--- src/rtl/sm3_pkg.sv ---
// Shared types and helpers for the SM3 message-expansion scheduler.
// Holds the scheduler FSM states, block geometry, rotation amounts and the 32-bit rotate.
package sm3_pkg;

  typedef enum logic [1:0] {
    ST_IDLE = 2'd0,
    ST_LOAD = 2'd1,
    ST_RUN  = 2'd2
  } sm3_state_e;

  localparam int SM3_BLK_WORDS = 16;
  localparam int SM3_EXP_PAIRS = 64;
  localparam int SM3_ROT_A     = 15;
  localparam int SM3_ROT_B     = 7;

  function automatic logic [31:0] rol32(input logic [31:0] x, input int unsigned s);
    return (x << s) | (x >> (32 - s));
  endfunction

endpackage

--- src/rtl/ssm3.sv ---
// Lightweight SM3 permutation unit: P0 or P1 of a single 32-bit word.
// Returns zero when neither permutation is selected.
module ssm3
  import sm3_pkg::*;
(
  input  logic [31:0] rs1,
  input  logic        p0,
  input  logic        p1,
  output logic [31:0] result
);

  // Select between the two SM3 linear permutations
  always_comb begin
    result = 32'd0;
    if (p1) begin
      result = rs1 ^ rol32(rs1, 15) ^ rol32(rs1, 23);
    end else if (p0) begin
      result = rs1 ^ rol32(rs1, 9) ^ rol32(rs1, 17);
    end else begin
      result = 32'd0;
    end
  end

endmodule

--- src/rtl/sm3_msg_sched.sv ---
// SM3 message-expansion scheduler: loads 16 words, then streams 64 (W_j, W'_j) pairs
// from a 16-word sliding window, one pair per accepted cycle.
module sm3_msg_sched
  import sm3_pkg::*;
(
  input  logic        g_clk,
  input  logic        g_resetn,
  input  logic        flush,
  input  logic        in_valid,
  output logic        in_ready,
  input  logic [31:0] in_data,
  output logic        out_valid,
  input  logic        out_ready,
  output logic [31:0] out_w,
  output logic [31:0] out_w1,
  output logic [5:0]  out_idx,
  output logic        out_last,
  output logic        busy
);

  sm3_state_e  state_q;
  logic [3:0]  cnt_q;
  logic [5:0]  idx_q;
  logic        in_ready_q;
  logic        out_valid_q;
  logic        last_q;
  logic        busy_q;
  logic [31:0] win_q [0:15];
  logic [31:0] w1_q;

  logic        in_hs_s;
  logic        out_hs_s;
  logic        shift_en_s;
  logic [31:0] shift_word_s;
  logic [31:0] p1_in_s;
  logic [31:0] p1_out_s;
  logic [31:0] next_w_s;

  // W_{j+16} from the current window; P1 itself comes from the shared permutation unit
  always_comb begin
    p1_in_s      = win_q[0] ^ win_q[7] ^ rol32(win_q[13], SM3_ROT_A);
    next_w_s     = p1_out_s ^ rol32(win_q[3], SM3_ROT_B) ^ win_q[10];
    in_hs_s      = in_valid & in_ready_q;
    out_hs_s     = out_valid_q & out_ready;
    shift_en_s   = in_hs_s | out_hs_s;
    shift_word_s = out_valid_q ? next_w_s : in_data;
  end

  ssm3 u_p1 (
    .rs1    (p1_in_s),
    .p0     (1'b0),
    .p1     (1'b1),
    .result (p1_out_s)
  );

  // Sliding window; W'_j is kept registered alongside so it tracks win[0]^win[4]
  always_ff @(posedge g_clk or negedge g_resetn) begin
    if (!g_resetn) begin
      for (int k = 0; k < SM3_BLK_WORDS; k++) win_q[k] <= 32'd0;
      w1_q <= 32'd0;
    end else if (!flush && shift_en_s) begin
      for (int k = 0; k < SM3_BLK_WORDS - 1; k++) win_q[k] <= win_q[k+1];
      win_q[15] <= shift_word_s;
      w1_q      <= win_q[1] ^ win_q[5];
    end
  end

  // Block sequencing with registered handshake/status outputs
  always_ff @(posedge g_clk or negedge g_resetn) begin
    if (!g_resetn) begin
      state_q     <= ST_IDLE;
      cnt_q       <= 4'd0;
      idx_q       <= 6'd0;
      in_ready_q  <= 1'b1;
      out_valid_q <= 1'b0;
      last_q      <= 1'b0;
      busy_q      <= 1'b0;
    end else if (flush) begin
      state_q     <= ST_IDLE;
      cnt_q       <= 4'd0;
      idx_q       <= 6'd0;
      in_ready_q  <= 1'b1;
      out_valid_q <= 1'b0;
      last_q      <= 1'b0;
      busy_q      <= 1'b0;
    end else begin
      case (state_q)
        ST_IDLE: begin
          if (in_hs_s) begin
            state_q <= ST_LOAD;
            cnt_q   <= 4'd1;
            busy_q  <= 1'b1;
          end
        end
        ST_LOAD: begin
          if (in_hs_s) begin
            if (cnt_q == 4'(SM3_BLK_WORDS - 1)) begin
              state_q     <= ST_RUN;
              cnt_q       <= 4'd0;
              idx_q       <= 6'd0;
              in_ready_q  <= 1'b0;
              out_valid_q <= 1'b1;
            end else begin
              cnt_q <= cnt_q + 4'd1;
            end
          end
        end
        ST_RUN: begin
          if (out_hs_s) begin
            if (idx_q == 6'(SM3_EXP_PAIRS - 1)) begin
              state_q     <= ST_IDLE;
              idx_q       <= 6'd0;
              in_ready_q  <= 1'b1;
              out_valid_q <= 1'b0;
              last_q      <= 1'b0;
              busy_q      <= 1'b0;
            end else begin
              idx_q  <= idx_q + 6'd1;
              last_q <= (idx_q == 6'(SM3_EXP_PAIRS - 2));
            end
          end
        end
        default: begin
          state_q     <= ST_IDLE;
          cnt_q       <= 4'd0;
          idx_q       <= 6'd0;
          in_ready_q  <= 1'b1;
          out_valid_q <= 1'b0;
          last_q      <= 1'b0;
          busy_q      <= 1'b0;
        end
      endcase
    end
  end

  assign in_ready  = in_ready_q;
  assign out_valid = out_valid_q;
  assign out_w     = win_q[0];
  assign out_w1    = w1_q;
  assign out_idx   = idx_q;
  assign out_last  = last_q;
  assign busy      = busy_q;

endmodule

--- config.mk ---
export PLATFORM = sky130hd
export DESIGN_NAME = sm3_msg_sched
export DESIGN_NICKNAME = d
export VERILOG_FILES = /design/src/rtl/sm3_pkg.sv /design/src/rtl/ssm3.sv /design/src/rtl/sm3_msg_sched.sv
export SDC_FILE = /design/constraint.sdc
export NUM_CORES = 1
export LEC_CHECK = 0
export CAP_MARGIN = 20
export CORE_MARGIN = 2
export CORE_UTILIZATION = 29
export CTS_CLUSTER_DIAMETER = 50
export DETAILED_ROUTE_END_ITERATION = 10
export PLACE_DENSITY = 0.52
export REMOVE_ABC_BUFFERS = 1
export SYNTH_ARGS = -nofsm -noshare
export SYNTH_HDL_FRONTEND = slang
export SYNTH_SLANG_ARGS = --single-unit
export TNS_END_PERCENT = 5
--- constraint.sdc ---
create_clock -name g_clk -period 5.5 [get_ports g_clk]
set_clock_uncertainty 0.2 [all_clocks]
set_input_delay 0.55 -clock g_clk [delete_from_list [all_inputs] [get_ports g_clk]]
set_output_delay 0.55 -clock g_clk [all_outputs]
set_load 0.02 [all_outputs]
==> flow_summary.toml, run 1 <==
[outcome]
outcome = "finished clean"

[floorplan]
start_util = 0.293
rows = 105
fp.dieH_um = 292
die_w_um = 292
core_sq_um = 82200
ios = 111
dieArea_sq_um = 85400

[sta]
max_slew.worst_pin.slew_ns = 0.818
slew_violations = 0
clock.fmax_mhz = 375
setup_viol = 0
rsz0062_at_grt = "false"
period_minus_slack_ns = 2.67
slew_headroom = 0.455
period_share = 0.485
hold_violations = 0

[power]
total_power_mw = 19.2
power_leakage_nw = 11.9
ir_drop_mv = 0.236
powerDensity_nw_per_um2 = 666

[cts]
worstSkewPairLatency_ns = 0.62
numCtsBuffers = 84
cts_tree = "done"
cts_htree_levels = 3
clk_pin_slew_ns = 0.06
post-cts-setup-buffers = 0
cts_root_buf = "clkbuf_16"
clockBufferDepth = 3
clock_sinks = 560

[routing]
wl_per_cell_um = 16.5
drtAntennaViolNets = 0
wl_mm = 46.7
via_per_inst = 4.38
drc_errors = 0
num_vias = 12400
drt_iter0_drc = 552
dr.pass1.iters = 4

[layout]
areaGrowthSynthToFinish_pct = 19.6
drive_above_1_share = 0.389
final_common_cell = "dfrtp_1"
diodes = 0
nets = 1739
layout_common_cells = "558 x dfrtp_1, 481 x mux2_2, 128 x xnor2_1, 109 x clkdlybuf4s50_1, 86 x clkbuf_16"
final_core_util = 0.351

[worst_setup_path]
critical_path_peak_fanout = 72
startpoint = "flush"
critPathCaptureType = "register"
critPathLaunchType = "input pin"
cp_common_cell = "buf_12"
critPathKind = "in -> reg"
cp_data_arrival_time_ns = 2.95
critPathMaxStageDelay_ns = 0.75
r2r_start = "in_ready$_DFFE_PN1P_"
cp_slowest_cell = "clkdlybuf4s50_1"
worstPathRequired_ns = 5.79
crit_chain = "clkdlybuf4s50_1 > a21oi_4 > buf_12 > buf_12 > mux2_2"

[run]
max_cap_violations = 0

[min_path]
hold_start = "win_q[220]$_DFFE_PN0P_"
hold_path.class = "reg -> reg"

[synth]
synth_top_flop_cell = "dfrtp_1"
synthDistinctLibCells = 47
synthArstFlopShare = 1.00
synth_cells = 1584
syn_area_per_cell_sq_um = 15.2
seq_area_frac_synth = 0.581
synth_enable_flop_cells = 0
ys_ff_latch = 560
synth_warnings = 0
syn_area_sq_um = 24100

[global_route]
grt_usage = 0.111
gr-total-overflow = 0
grt_max_degree = 128
grt_pass1_wl_mm = 75.2
antenna_found_initial = 0
grt_pass1_vias = 13200

[place]
routabilityCongestion = 0.699
numPortBuffers = 110
hpwl_mm = 30.7
==> cells in the mapped netlist (2+ instances only) <==
master / number / area [sq um]
buf_2: 2 / 10.0
or3_1: 2 / 12.5
o21ai_0: 4 / 20.0
nand4_1: 2 / 12.5
nand3_1: 6 / 30.0
o31ai_1: 3 / 22.5
buf_6: 55 / 619
mux2i_1: 33 / 330
ha_1: 3 / 37.5
inv_1: 5 / 18.8
clkbuf_1: 2 / 7.51
buf_4: 40 / 300
xnor3_1: 32 / 721
mux2_2: 481 / 5420
nand2_1: 7 / 26.3
buf_12: 5 / 100
dfrtp_1: 559 / 14000
a22oi_1: 2 / 15.0
xnor2_1: 128 / 1120
nor3_1: 2 / 10.0
a21oi_2: 26 / 228
xor2_1: 33 / 289
a21oi_1: 47 / 235
o21bai_1: 2 / 15.0
nor2_1: 76 / 285
a21o_1: 2 / 15.0
buf_1: 3 / 11.3
nand2b_1: 3 / 18.8
==> worst max-delay path, delay by kind of cell <==
family | cells | cell delay, ns
mux | 1 | 0.38
buf+inv | 3 | 1.35
compound gates | 1 | 0.61
==> metrics by stage <==
stage          worst slack, ns  cell area, sq um  setup TNS, ns  std cells  hold slack (ns)
2_1_floorplan            -6.90             23100       -3705.21       1477           0.0544
3_3_place_gp              1.80             25800              0       2681            0.282
3_5_place_dp              2.16             25900              0       2682            0.285
4_1_cts                   2.82             28800              0       2837            0.279
5_1_grt                   2.69             28800              0       2837            0.304
6_report                  2.83             28800              0       2837            0.285
==> final timing paths <==
check / to / slack (ns) / depth (start not counted)
setup / recovery: out_w[2]$_DFFE_PN0P_ / 2.83 / 5
hold / removal: win_q[252]$_DFFE_PN0P_ / 0.29 / 1
setup reg to reg: out_w[2]$_DFFE_PN0P_ / 2.92 / 5
hold reg to reg: win_q[252]$_DFFE_PN0P_ / 0.29 / 1
max in group asynchronous: win_q[476]$_DFFE_PN0P_ / 3.46 / 3
min in group asynchronous: win_q[432]$_DFFE_PN0P_ / 0.41 / 2
==> flip-flops by register name, summed over array words and instances, names as in the netlist <==
name       flops
busy           1
cnt_q          4
in_ready       1
out_idx        6
out_last       1
out_valid      1
out_w         32
out_w1        32
state_q        2
win_q        480
==> report_power, final <==
| part | switching, mW | internal, mW |
|---|---|---|
| clock | 2.03 | 3.53 |
| combinational | 2.67 | 3.78 |
| sequential | 1.28 | 5.91 |
| total | 5.99 | 13.2 |
==> repair_timing <==
item                                    in CTS  in global routing
endpoints found under the hold margin       95                  0
hold buffers                                 1                  0
gates resized for setup                      0                  0
endpoints found under the setup margin       0                  0
==> cell families after synthesis <==
family,count (synthesis),share of synthesized area
XOR/XNOR,193,0.0884
AO/OA/AOI/OAI,97,0.0274
buffers and inverters,112,0.0443
flip-flops,560,0.581
AND/OR/NAND/NOR,105,0.0186
multiplexers,514,0.238
adder cells (fa/ha/maj),3,0.00156
==> per-layer routing <==
layer | GRT usage | vias up | routed length (um)
li1 | - | 5754 | -
met1 | 0.148 | 6377 | 21700
met2 | 0.180 | 184 | 22000
met3 | 0.0247 | 113 | 1660
met4 | 0.0380 | 0 | 1400
met5 | 0 | - | 0
==> layout make-up <==
| cell class | instances | area, sq um |
|---|---|---|
| clock inverter | 49 | 627 |
| sequential | 560 | 14000 |
| fill | 7855 | 53400 |
| tap | 1070 | 1340 |
| clock buffer | 105 | 2330 |
| inverter | 5 | 18.8 |
| multi-input combinational | 912 | 9020 |
| timing repair buffer | 136 | 1480 |
Note: power is estimated with default switching activity, not from simulation.
==> inputs of run 2 (changes only) <==
==> constraint.sdc (replaced) <==
create_clock -name g_clk -period 2.66 [get_ports g_clk]
set_clock_uncertainty 0.2 [all_clocks]
set_input_delay 0.266 -clock g_clk [delete_from_list [all_inputs] [get_ports g_clk]]
set_output_delay 0.266 -clock g_clk [all_outputs]
set_load 0.02 [all_outputs]
==> run 2 against run 1 <==
- power increased by 100%
- design area increased by 0.28%
- flip-flop and latch count unchanged
- first-iteration DRC count decreased by 3.3%
- critical path depth decreased by 3
- routed wire length increased by 2.5%
- register-to-register slack got worse by 2.5 ns
- sequential share of layout area decreased by 0.13 points
- combinational power increased by 110%
- global-route usage increased by 0.37 points
- clock power increased by 87%
==> flow_summary.toml, run 2 (synthesis gave the netlist of run 1 again) <==
[outcome]
outcome = "finished clean"

[worst_setup_path]
critPathMaxStageDelay_ns = 0.69
cpLargestDelayFamily = "buffers and inverters"
critPathCaptureType = "primary output"
ff2ff_path_depth = 6
r2r-end = "win_q[42]$_DFFE_PN0P_"
critPathLaunchType = "register"
rrSetupSlack_ns = 0.41
worstPathRequired_ns = 2.19
critPathKind = "reg -> out"
cp_slowest_cell = "clkdlybuf4s50_1"
r2r_start = "in_ready$_DFFE_PN1P_"
cp_num_buf_inv = 2
cp_data_arrival_time_ns = 2.04
critical_path_peak_fanout = 35
crit_chain = "buf_12 > clkdlybuf4s50_1"

[floorplan]
rows = 105
start_util = 0.293
core_sq_um = 82200
dieArea_sq_um = 85400
ios = 111
fp.dieH_um = 292
die_w_um = 292

[sta]
period_minus_slack_ns = 2.51
period_share = 0.942
max_slew.worst_pin.slew_ns = 0.593
hold_violations = 0
rsz0062_at_grt = "false"
clock.fmax_mhz = 399
setup_viol = 0
slew_headroom = 0.602
slew_violations = 0

[routing]
drc_errors = 0
num_vias = 12300
wl_per_cell_um = 16.8
via_per_inst = 4.32
drtAntennaViolNets = 0
drt_iter0_drc = 534
wl_mm = 47.9
dr.pass1.iters = 4

[global_route]
grt_pass1_vias = 13300
grt_max_degree = 82
antenna_found_initial = 0
grt_usage = 0.115
gr-total-overflow = 0
grt_pass1_wl_mm = 77.2

[layout]
nets = 1763
largest_reg_flops = 480
largest-register = "win_q"
layout_common_cells = "558 x dfrtp_1, 481 x mux2_2, 128 x xnor2_1, 109 x clkdlybuf4s50_1, 82 x clkbuf_16"
final_core_util = 0.352
areaGrowthSynthToFinish_pct = 20.0
diodes = 0
drive_above_1_share = 0.393
final_common_cell = "dfrtp_1"
stdcell_area_sq_um = 28900

[cts]
cts_htree_levels = 3
worstSkewPairLatency_ns = 0.60
clk_pin_slew_ns = 0.06
clock_sinks = 560
numCtsBuffers = 79
clockBufferDepth = 3
cts_root_buf = "clkbuf_16"
cts_tree = "done"
ctsResizeCount = 0

[place]
hpwl_mm = 32.3
routabilityCongestion = 0.709
numPortBuffers = 110
post_dp_cell_area_sq_um = 26200

[min_path]
hold_path.class = "in -> reg"
hold_path_depth = 3
hold_start = "in_data[8]"
min_to = "win_q[8]$_DFFE_PN0P_"

[power]
ir_drop_mv = 0.426
power_leakage_nw = 11.9
powerDensity_nw_per_um2 = 1350

[run]
max_cap_violations = 0
run 2: cell count changes in the layout (fill, tap and decap cells not counted):
| cell | delta |
|---|---|
| inv_8 | -1 |
| inv_6 | -4 |
| clkbuf_1 | +3 |
| clkbuf_8 | -3 |
| bufinv_16 | -5 |
| clkbuf_16 | -4 |
| buf_12 | +14 |
| clkinvlp_4 | +1 |
| clkinv_4 | +3 |
| inv_16 | -1 |
| buf_4 | +15 |
run 2: per-layer routing:
layer | part of all wire | up-vias | routed length, um | track usage
li1 | - | 5788 | - | -
met1 | 0.47 | 6293 | 22700 | 0.155
met2 | 0.47 | 170 | 22500 | 0.185
met3 | 0.037 | 73 | 1770 | 0.0241
met4 | 0.019 | 0 | 931 | 0.0381
met5 | 0 | - | 0 | 0
run 2: final cells by class:
class	count	area, sq um
flip-flops and latches	560	14000
fillers	7849	53300
well taps	1070	1340
clock inverters	42	444
inverters	5	18.8
repair buffers	165	1870
multi-input cells	912	9020
clock buffers	101	2200
run 2: timing repair:
action                    in CTS  in global routing
setup buffers                  0                  0
hold buffers                   2                  0
hold endpoints to repair     470                  0
run 2: worst max path at each step:
| stage | startpoint | to | slack, ns | cells after the start |
|---|---|---|---|---|
| floorplan | out_valid$_DFFE_PN0P_ | out_w[0]$_DFFE_PN0P_ | -9.74 | 3 |
| global placement | in_valid | win_q[241]$_DFFE_PN0P_ | 0.22 | 7 |
| detailed placement | in_valid | win_q[42]$_DFFE_PN0P_ | 0.18 | 7 |
| CTS | out_valid$_DFFE_PN0P_ | out_valid | 0.08 | 2 |
| global route | out_valid$_DFFE_PN0P_ | out_valid | 0.07 | 2 |
| finish | out_valid$_DFFE_PN0P_ | out_valid | 0.15 | 2 |
run 2: stage by stage:
stage	TNS [ns]	total power, mW	setup WS [ns]	cells	hold slack (ns)
2_1_floorplan	-5250.25	24.9	-9.74	1477	-0.230
3_5_place_dp	0	29.1	0.183	2710	0.0181
4_1_cts	0	39.8	0.0767	2855	0.0719
5_1_grt	0	41.7	0.0717	2855	0.118
6_report	0	39.0	0.155	2855	0.108
3_3_place_gp	0	28.7	0.215	2710	0.0255
run 2: worst min-delay path: cells and delay by family:
family	cells	cell delay, ns
buffers and inverters	1	0.39
AOI/OAI and AO/OA	1	0.08
muxes	1	0.13
run 2: power by group:
part | total [mW] | leakage (nW) | internal [mW] | switching (mW)
registers | 14.9 | 6.69 | 12.2 | 2.69
logic | 13.7 | 3.92 | 7.88 | 5.82
clock network | 10.4 | 1.29 | 6.42 | 3.97
total | 39.0 | 11.9 | 26.5 | 12.5
==> inputs of run 3 (changes only) <==
--- a/config.mk
+++ b/config.mk
@@ -6,7 +6,7 @@
 export NUM_CORES = 1
 export LEC_CHECK = 0
 export CAP_MARGIN = 20
-export CORE_MARGIN = 2
+export CORE_MARGIN = 4
 export CORE_UTILIZATION = 29
 export CTS_CLUSTER_DIAMETER = 50
 export DETAILED_ROUTE_END_ITERATION = 10
==> run 3 against run 2 <==
- flip-flop and latch count did not move
- sequential share of layout area rose by 0.35 points
- sequential power barely moved
- design area fell by 0.73%
- worst hold slack got worse by 0.029 ns
- routed wire length barely moved
- largest power group unchanged
==> flow_summary.toml, run 3 (synthesis gave the netlist of run 1 again) <==
[outcome]
outcome = "finished clean"

[place]
routabilityCongestion = 0.715
post_dp_cell_area_sq_um = 26100
hpwl_mm = 32.4
numPortBuffers = 110
placed_cells = 2701

[sta]
tns_ns = 0
rsz0062_at_grt = "false"
fin_hold_ws_ns = 0.0790
max_slew.worst_pin.slew_ns = 0.643
slew_violations = 0
slew_headroom = 0.572
period_share = 0.948
clock.fmax_mhz = 397
setup_viol = 0
period_minus_slack_ns = 2.52
hold_violations = 0

[routing]
wl_mm = 47.9
wl_per_cell_um = 16.9
via_per_inst = 4.32
drtAntennaViolNets = 0
dr.pass1.iters = 4
num_vias = 12300
drt_iter0_drc = 466
drc_errors = 0

[global_route]
grt_pass1_vias = 13300
antenna_found_initial = 0
grt_pass1_wl_mm = 77.0
gr-total-overflow = 0
grt_max_degree = 80
grt_usage = 0.111

[layout]
largest-register = "win_q"
largest_reg_flops = 480
final_core_util = 0.349
drive_above_1_share = 0.385
diodes = 0
nets = 1749
layout_common_cells = "558 x dfrtp_1, 481 x mux2_2, 128 x xnor2_1, 109 x clkdlybuf4s50_1, 79 x clkbuf_16"
final_common_cell = "dfrtp_1"
areaGrowthSynthToFinish_pct = 19.1
fin_cells = 2840
stdcell_area_sq_um = 28700

[power]
p_int_mw = 26.5
swShare = 0.316
p_switching_mw = 12.2
clkPwrFrac = 0.267
p_comb_frac = 0.349
power_leakage_nw = 11.8
ir_drop_mv = 0.426
seq_power_share = 0.384
powerDensity_nw_per_um2 = 1350

[worst_setup_path]
r2r_start = "in_ready$_DFFE_PN1P_"
ff2ff_path_depth = 5
cp-endpoint = "out_valid"
r2r-end = "win_q[329]$_DFFE_PN0P_"
critPathKind = "reg -> out"
worstPathRequired_ns = 2.19
critPathCaptureType = "primary output"
cp_data_arrival_time_ns = 2.06
startpoint = "out_valid$_DFFE_PN0P_"
critical_path_peak_fanout = 35
rrSetupSlack_ns = 0.44
critPathLaunchType = "register"

[cts]
cts_root_buf = "clkbuf_16"
worstSkewPairLatency_ns = 0.60
post-cts-setup-buffers = 0
numCtsBuffers = 75
clk_pin_slew_ns = 0.06
cts_htree_levels = 3
clock_sinks = 560
clockBufferDepth = 3
cts_tree = "done"

[run]
max_cap_violations = 0

[min_path]
hold_path.class = "in -> async"

[floorplan]
dieArea_sq_um = 87800
die_w_um = 296
core_sq_um = 82200
fp.dieH_um = 296
rows = 105
ios = 111
start_util = 0.293
-- run 3: power groups by stage --
stage                     clock network [mW]  registers, mW  logic, mW
after CTS                               10.7           15.0       13.9
after global routing                    11.1           15.5       14.8
after detailed placement                   0           15.1       13.8
after global placement                     0           15.0       13.6
after floorplan                            0           14.6       10.3
final                                   10.3           14.9       13.5
-- run 3: layout make-up --
cell class | instances | area [sq um]
Clock buffer | 109 | 2230
Timing Repair Buffer | 155 | 1700
Multi-Input combinational cell | 912 | 9020
Sequential cell | 560 | 14000
Tap cell | 1070 | 1340
Inverter | 5 | 18.8
Fill cell | 7902 | 53500
Clock inverter | 29 | 383
-- run 3: per-stage QoR --
step                power, mW  setup WS (ns)
floorplan                24.9          -9.74
global placement         28.6          0.201
detailed placement       28.9          0.150
CTS                      39.6         0.0510
global route             41.4         0.0405
finish                   38.8          0.138
-- run 3: worst min-delay path by stage --
stage	cells after the start	start	to	slack (ns)
floorplan	0	g_resetn	busy$_DFFE_PN0P_	-0.23
global route	2	g_resetn	win_q[383]$_DFFE_PN0P_	0.1
finish	2	g_resetn	win_q[360]$_DFFE_PN0P_	0.08
global placement	1	g_resetn	win_q[424]$_DFFE_PN0P_	0.10
detailed placement	1	g_resetn	win_q[424]$_DFFE_PN0P_	0.11
CTS	2	g_resetn	win_q[385]$_DFFE_PN0P_	0.06
-- run 3: what timing repair did --
action                                 CTS  global route
endpoints found under the hold margin  344             0
hold buffers                             1             0
resized for setup                        0             0
-- run 3: metal layers --
metal,GRT usage,vias to the layer above,part of all wire
met5,0,-,0
li1,-,5746,-
met4,0.0345,0,0.018
met1,0.149,6299,0.46
met3,0.0229,57,0.042
met2,0.183,164,0.48
-- run 3: worst max-delay path, stage by stage, from the launching register on --
cell and delay, ns:
dfrtp_2 0.39, buf_12 0.32, clkdlybuf4s50_1 0.70
